--- src/rtl/branch_target_buffer.sv ---
// Fully associative branch target buffer: tag/target/2-bit counter per line.
// Ports: lookup_pc -> hit/taken/next_pc; upd_* trains/allocates; flush; valid_out/all_valid.
module branch_target_buffer #(
  parameter int WIDTH    = 4,
  parameter int LINE_NUM = 16
) (
  input  logic                clk,
  input  logic                reset,
  input  logic [31:0]         lookup_pc,
  output logic                lookup_hit,
  output logic                lookup_taken,
  output logic [31:0]         lookup_next_pc,
  input  logic                upd_valid,
  input  logic [31:0]         upd_pc,
  input  logic                upd_taken,
  input  logic [31:0]         upd_target,
  input  logic                flush,
  output logic [LINE_NUM-1:0] valid_out,
  output logic                all_valid
);

  logic [LINE_NUM-1:0] valid_q, valid_d;
  logic [29:0]         tag_q [LINE_NUM];
  logic [29:0]         tag_d [LINE_NUM];
  logic [31:0]         tgt_q [LINE_NUM];
  logic [31:0]         tgt_d [LINE_NUM];
  logic [1:0]          ctr_q [LINE_NUM];
  logic [1:0]          ctr_d [LINE_NUM];
  logic [WIDTH-1:0]    rr_ptr_q, rr_ptr_d;

  logic             lk_hit;
  logic [1:0]       lk_ctr;
  logic [31:0]      lk_tgt;
  logic             up_hit;
  logic [WIDTH-1:0] up_idx;
  logic [WIDTH-1:0] free_idx;
  logic [WIDTH-1:0] victim;
  logic [WIDTH-1:0] rr_next;
  logic             unused_upd_lsb;

  assign unused_upd_lsb = ^upd_pc[1:0];

  assign valid_out = valid_q;
  assign all_valid = &valid_q;

  // Lookup: update never allocates on a hit, so at most one line matches.
  always_comb begin
    lk_hit = 1'b0;
    lk_ctr = 2'b00;
    lk_tgt = 32'd0;
    for (int i = 0; i < LINE_NUM; i++) begin
      if (valid_q[i] && tag_q[i] == lookup_pc[31:2]) begin
        lk_hit = 1'b1;
        lk_ctr = ctr_q[i];
        lk_tgt = tgt_q[i];
      end
    end
  end

  assign lookup_hit     = lk_hit;
  assign lookup_taken   = lk_hit & lk_ctr[1];
  assign lookup_next_pc = lookup_taken ? lk_tgt : lookup_pc + 32'd4;

  // Update-side match and victim search on current state.
  always_comb begin
    up_hit   = 1'b0;
    up_idx   = '0;
    free_idx = '0;
    for (int i = 0; i < LINE_NUM; i++) begin
      if (valid_q[i] && tag_q[i] == upd_pc[31:2]) begin
        up_hit = 1'b1;
        up_idx = WIDTH'(i);
      end
    end
    // Scan downwards so the lowest invalid line wins.
    for (int i = LINE_NUM - 1; i >= 0; i--) begin
      if (!valid_q[i]) free_idx = WIDTH'(i);
    end
  end

  assign rr_next = (rr_ptr_q == WIDTH'(LINE_NUM - 1)) ? '0
                 : rr_ptr_q + WIDTH'(1);
  assign victim  = all_valid ? rr_ptr_q : free_idx;

  always_comb begin
    valid_d  = valid_q;
    tag_d    = tag_q;
    tgt_d    = tgt_q;
    ctr_d    = ctr_q;
    rr_ptr_d = rr_ptr_q;
    if (flush) begin
      valid_d  = '0;
      rr_ptr_d = '0;
    end else if (upd_valid) begin
      if (up_hit) begin
        if (upd_taken) begin
          tgt_d[up_idx] = upd_target;
          if (ctr_q[up_idx] != 2'b11)
            ctr_d[up_idx] = ctr_q[up_idx] + 2'd1;
        end else if (ctr_q[up_idx] != 2'b00) begin
          ctr_d[up_idx] = ctr_q[up_idx] - 2'd1;
        end
      end else if (upd_taken) begin
        valid_d[victim] = 1'b1;
        tag_d[victim]   = upd_pc[31:2];
        tgt_d[victim]   = upd_target;
        ctr_d[victim]   = 2'b10;
        if (all_valid) rr_ptr_d = rr_next;
      end
    end
  end

  always_ff @(posedge clk or posedge reset) begin
    if (reset) begin
      valid_q  <= '0;
      rr_ptr_q <= '0;
      for (int i = 0; i < LINE_NUM; i++) begin
        tag_q[i] <= '0;
        tgt_q[i] <= '0;
        ctr_q[i] <= '0;
      end
    end else begin
      valid_q  <= valid_d;
      rr_ptr_q <= rr_ptr_d;
      tag_q    <= tag_d;
      tgt_q    <= tgt_d;
      ctr_q    <= ctr_d;
    end
  end

endmodule

--- config.mk ---
export PLATFORM = sky130hd
export DESIGN_NAME = branch_target_buffer
export DESIGN_NICKNAME = d
export VERILOG_FILES = /design/src/rtl/branch_target_buffer.sv
export SDC_FILE = /design/constraint.sdc
export NUM_CORES = 2
export LEC_CHECK = 0
export ABC_AREA = 1
export ABC_CLOCK_PERIOD_IN_PS = 102800
export BUFFER_PORTS_ARGS = -buffer_cell sky130_fd_sc_hd__clkbuf_2
export CORE_ASPECT_RATIO = 0.75
export CORE_MARGIN = 1
export CORE_UTILIZATION = 45
export CTS_CLUSTER_DIAMETER = 60
export DETAILED_ROUTE_END_ITERATION = 10
export PLACE_DENSITY = 0.6
export SETUP_SLACK_MARGIN = 0.2
export SLEW_MARGIN = 30
export SYNTH_ARGS = -nofsm -noshare
export SYNTH_HDL_FRONTEND = slang
export SYNTH_SLANG_ARGS = --single-unit
--- constraint.sdc ---
create_clock -name clk -period 102.8 [get_ports clk]
set_input_delay 15.42 -clock clk [delete_from_list [all_inputs] [get_ports clk]]
set_output_delay 15.42 -clock clk [all_outputs]
set_load 0.05 [all_outputs]
# [Word-level counts from Yosys, hierarchy flattened]
# Cells that the tools add are included.
# Widths: inputs -> output; s select.
[word_totals] ff_bits=1044 out_inout_bits=51
[op_classes] addsub=4 order_cmp=6 n_eq_ne=36 mux=135 bitwise_logic=9 reduce_logical=47
[op_table] operator="$mux 512" n=3
[op_table] operator="$bwmux 512" n=2
[op_table] operator="$eq 30x30->1" n=32
[op_table] operator="$mux 32" n=24
[op_table] operator="$bwmux 480" n=1
[op_table] operator="$demux 32 s4" n=2
[op_table] operator="$mux 4" n=37
[op_table] operator="$demux 30 s4" n=1
[op_table] operator="$bwmux 32" n=2
[op_table] operator="$mux 16" n=4
[op_table] operator="$mux 2" n=20
[op_table] operator="$logic_and 1x1->1" n=35
[op_table] operator="$mux 1" n=34
[op_table] operator="$add 32x3->32 const B" n=1
[op_table] operator="$or 16x16->16" n=2
[op_table] operator="$mux 30" n=1
[op_table] operator="$and 16x16->16" n=1
[op_table] operator="$demux 2 s4" n=2
[op_table] operator="$not 16->16" n=1
[op_table] operator="$reduce_and 16->1" n=1
[op_table] operator="$reduce_bool 2->1" n=6
[op_table] operator="$ge 5x5->1 const B" n=2
[op_table] operator="$lt 5x1->1 const B" n=2
[op_table] operator="$not 4->5" n=2
[op_table] operator="15 further kinds" n=19

# [Depth between registers and ports, before layout]
[logic_depth] depth_word=26 mapped_depth=41 ltp_nobuf=39

# [Worst setup path after synthesis]
# Ideal clock, no wire load.
[synth_path] path_kind="in2out" from="input port lookup_pc[28]" to="output port lookup_next_pc[10]" t_arrival_ns=18.807 required_ns=87.380 setup_slack_ns=68.573 cell_stages=13 path_buffers=3 cell_sequence="buf_2 > buf_2 > o22ai_1 > or4_1 > nor4_2 > nor4_1 > nand3_1 > o21a_1 > nand2_1 > buf_4 > inv_2 > nor2_1 > a21oi_1"
[synth_between] elab_chain_len=20 elab_cells_between_ends=82
[synth_lines] item="start, declared" line="9" rtl="input logic [31:0] lookup_pc,"
[synth_lines] item="$eq 30x30->1" line="52" rtl="if (valid_q[i] && tag_q[i] == lookup_pc[31:2]) begin"
[synth_lines] item="$logic_and 1x1->1" line="52"
[synth_lines] item="$mux 1 (15 in series)" line="52"
[synth_lines] item="$mux 1 *" line="52"
[synth_lines] item="net lookup_hit" line="10" rtl="output logic lookup_hit,"
[synth_lines] item="$and 1x1->1 *" line="61" rtl="assign lookup_taken = lk_hit & lk_ctr[1];"
[synth_lines] item="net lookup_taken" line="11" rtl="output logic lookup_taken,"
[synth_lines] item="$mux 32 *" line="62" rtl="assign lookup_next_pc = lookup_taken ? lk_tgt : lookup_pc + 32'd4;"
[synth_lines] item="end, declared" line="12" rtl="output logic [31:0] lookup_next_pc,"
# Mark *: on every way through the listed nets, which the timed path passes. The rest lies on a longest branch.

# [Final worst setup path]
[layout_path] from="input port lookup_pc[31]" to="output port lookup_next_pc[12]"
[layout_between] elab_chain_len=20 elab_cells_between_ends=82
[layout_lines] item="$eq 30x30->1" line="52"
[layout_lines] item="$logic_and 1x1->1" line="52"
[layout_lines] item="$mux 1 / $mux 2 (equally long branches) (16 in series)" line="52"
[layout_lines] item="$and 1x1->1" line="61"
[layout_lines] item="$mux 32 *" line="62"
# Every way passes the cells marked *; elsewhere a longest branch is shown, timed or not.

==> metrics <==
status=complete, no violations; Finish-stage setup viols=0; crit path time final=37.11 ns; Hold Crit Depth=2; setup ws final=65.69 ns; Slew Limit Fails=0; GRT Total Usage=40.0%; maximum buffer depth of the clock tree=3; Final period util=36.1%; worst-margin pin slew=1.26 ns; Post-CTS Resized=0; Worst R2R Start=valid_out[11]; DR iter-0 viols=9,823; number of global-route vias before repair=51,631; register area=26,100 um2; mux contribution to synthesized area=0%; TritonCTS clock tree=built; largest net degree at the start of global routing=169; Die ar.=130,000 um2; Post-CTS Repair Setup Buffers=0; Max Fclk=26.9 MHz; Ys Warns=0; via count=57,879; clock root buffer=clkbuf_16; largest family of logic cells by synthesized area=simple AND/OR/NAND/NOR gates; clk_skew=0.0505 ns; I/O Pins=152; clk_lat worst skew=0.78 ns; core area=127,000 um2; Max Cap Violations=0; Worst EP required=87.38 ns; hold-fix buffers at CTS=0; Routed Antenna Nets=0; Worst setup EP type=output port; Core Rows=113; DRC viols=0; WS Path Type=input port to output port; RSZ-0062 raised after global routing=false; worst setup path startpoint=lookup_pc[31]; Filler cells=12,651; reg2reg path depth=25; hold_sp=tgt_q[426]; crit path cell chain=clkbuf_2 -> buf_4 -> clkinv_1 -> buf_4 -> o22ai_1 -> nor2_1 -> nand4_1 -> nor2_1 -> and2_2 -> buf_4 -> or2_2 -> nor4_1 -> nand3_1 -> o21a_1 -> nand2_2 -> buf_4 -> inv_2 -> nor2_1 -> a21oi_1 -> clkbuf_2; CP Max Fanout=57; detailed-route wire length per cell=28.2 um; FF-to-FF setup slack=97.54 ns; hpwl dp=163 mm; Inserted Clock Buffers=118; initial cell density of the core=45.6%; Post-Synth XOR/XNOR Area=4.84%; Area Overhead vs Synth=9.77%; drt pass-1 iters=10; gr ovfl total=0; GPL Wtd Cong=1.00; cell mode on critical path=buf_4; Crit path buffers/inverters=8; Post-Route WL=265 mm; Seq cells post-synth=1,044; worst-case vdd ir drop=0.0134 mV; # H-tree levels=3; CP arrival=21.69 ns; final-stage net count=7,717; area share of fa/ha/maj cells after synthesis=0.0862%; critical path launch point type=input port; cell count after synthesis=7,734; PwrDens=15.7 nW/um2; Die Y=313 um; synth unique cells=68; crit-path max cell delay=0.87 ns; LEAKAGE=0.0291 uW; Die Width=417 um; Cell Area, Synth=58,000 um2; drt via density=6.16; syn nets=7,839; Final Hold Viols=0; Slew headroom=16.3%; ys async rst share=100%; PortBufs=149; share of cells above drive strength 1=8.59%; antenna violations before repair=21; clock slew at reported path FFs=0.06 ns; Fin Setup TNS=0 ns; Synth Flop Type=dfrtp_1; Critical-path top delay cell=clkinv_1; number of synthesized flops with an enable pin=0; clock sinks=1,044; WHS Endpoint=tgt_q[426]; Synth Area in Compound Gates=17.9%; Avg Cell Area, Syn=7.50 um2; end of the worst register-to-register path=ctr_q[21]; crit-path leading delay family=buffers and inverters; multi-input combinational cell area=27,400 um2; Post-Synth Simple-Gate Area=24.0%; worst hold path class=flop to flop; Seq/Total Area, Yosys=45.0%; Setup WS pre-CTS=66.10 ns; first-pass GRT wire length=378 mm
## cell usage after synthesis (40+ instances only)
cell type	instances	share of area (%)
nor2_1	519	3.4
inv_2	46	0.30
nand2_1	2448	16
inv_1	492	3.2
nor3_1	58	0.50
dfrtp_1	1044	45
a221oi_1	40	0.60
o22ai_1	297	3.2
xnor2_1	195	2.9
a21oi_1	268	2.3
o21ai_1	468	4.0
nand3_1	109	0.94
nand4_1	88	0.95
nor4_1	61	0.66
o21ai_0	708	6.1
xor2_1	126	1.9
clkbuf_1	242	1.6
buf_2	223	1.9
## cell type report
class	count	share of cell area (%)
flip-flops and latches	1044	41.0
multi-input cells	5601	43.0
diodes	27	0.106
well taps	1667	3.27
inverters	547	3.24
clock inverters	50	1.00
repair buffers	300	3.13
clock buffers	165	5.28
## worst max path at each step
stage | to | slack [ns] | cells past startpoint
final | lookup_next_pc[12] | 65.69 | 20
after detailed placement | lookup_next_pc[12] | 66.10 | 20
after CTS | lookup_next_pc[12] | 66.09 | 20
after global placement | lookup_next_pc[12] | 66.04 | 25
after global routing | lookup_next_pc[12] | 65.78 | 25
after floorplan | ctr_q[0] | 58.00 | 1
## metrics by stage
step / power (uW) / utilization (%) / area (um2) / hold slack [ns] / std cells
6_report: 1000 / 50.1 / 63700 / 0.479 / 9401
5_1_grt: 1020 / 50.0 / 63600 / 0.500 / 9377
4_1_cts: 995 / 49.9 / 63500 / 0.481 / 9371
3_5_place_dp: 553 / 46.8 / 59500 / 0.466 / 9156
3_3_place_gp: 551 / 46.7 / 59400 / 0.459 / 9155
2_1_floorplan: 506 / - / 58000 / 0.440 / 7734
## flip-flops by register name, indices dropped and copies added, names as in the netlist
| signal | flops |
|---|---|
| tag_q | 480 |
| rr_ptr_q | 4 |
| tgt_q | 512 |
| ctr_q | 32 |
| valid_out | 16 |
## cells in the final DEF (no fill, tap or decap), types with 9 or more instances in the layout
master | netlist | final
nand3b_1 | 11 | 11
nor4_1 | 61 | 61
a21oi_1 | 268 | 268
a22oi_1 | 19 | 19
nand4_1 | 88 | 88
clkbuf_8 | 0 | 17
xnor2_1 | 195 | 195
nand2_1 | 2448 | 2444
clkbuf_1 | 242 | 27
nor3_1 | 58 | 58
buf_4 | 34 | 141
o21ai_1 | 468 | 468
nand3_1 | 109 | 97
diode_2 | 0 | 27
clkinv_2 | 0 | 16
a221oi_1 | 40 | 40
o21ai_0 | 708 | 708
dfrtp_1 | 1044 | 1044
nand2_2 | 17 | 18
xor2_1 | 126 | 126
bufinv_16 | 0 | 11
clkbuf_16 | 0 | 121
or2_2 | 17 | 17
clkbuf_2 | 1 | 148
o22ai_1 | 297 | 297
inv_2 | 46 | 54
o211ai_1 | 9 | 9
nor2_1 | 519 | 515
o2111ai_1 | 31 | 31
nand2_4 | 9 | 12
inv_1 | 492 | 482
nand3_4 | 6 | 17
a211oi_1 | 9 | 9
## worst register-to-register path, stage by stage (launching register included)
cell	delay [ns]
dfrtp_1	0.56
inv_1	0.23
a21oi_1	0.17
o221ai_1	0.13
nor3_1	0.18
nand4_1	0.11
nor2_1	0.81
nor2_1	0.13
nand2_1	0.15
a21oi_4	0.15
nand4_1	0.14
nand2_1	0.07
inv_1	0.06
nand3_1	0.07
nand2_1	0.07
nand2_2	0.27
nor2_1	0.26
inv_1	0.07
ha_1	0.18
nor2_1	0.12
nand2_1	0.07
o21ai_2	0.09
nand2_1	0.31
inv_2	0.41
nand2_1	0.17
a22oi_1	0.18
## kinds of logic (layout without fill, tap and decap cells)
logic type | Yosys count | in the layout
buffers and inverters | 1089 | 1062
AND/OR/NAND/NOR | 3386 | 3386
other | 0 | 27
XOR/XNOR | 321 | 321
AO/OA/AOI/OAI | 1890 | 1890
flip-flops | 1044 | 1044
adder cells (fa/ha/maj) | 4 | 4
## power by group
part	internal (uW)	total (uW)	switching, uW
clock	257	446	190
combinational	27.9	114	86.1
sequential	426	439	13.6
## metal layers
layer | vias up | global-route usage [%] | wire (um)
met4 | 15 | 16.4 | 12500
met2 | 4202 | 52.0 | 101000
met1 | 27661 | 58.6 | 112000
met3 | 796 | 14.9 | 40200
li1 | 25205 | - | -
met5 | - | 1.59 | 407
Note: power is estimated with default switching activity, not from simulation.
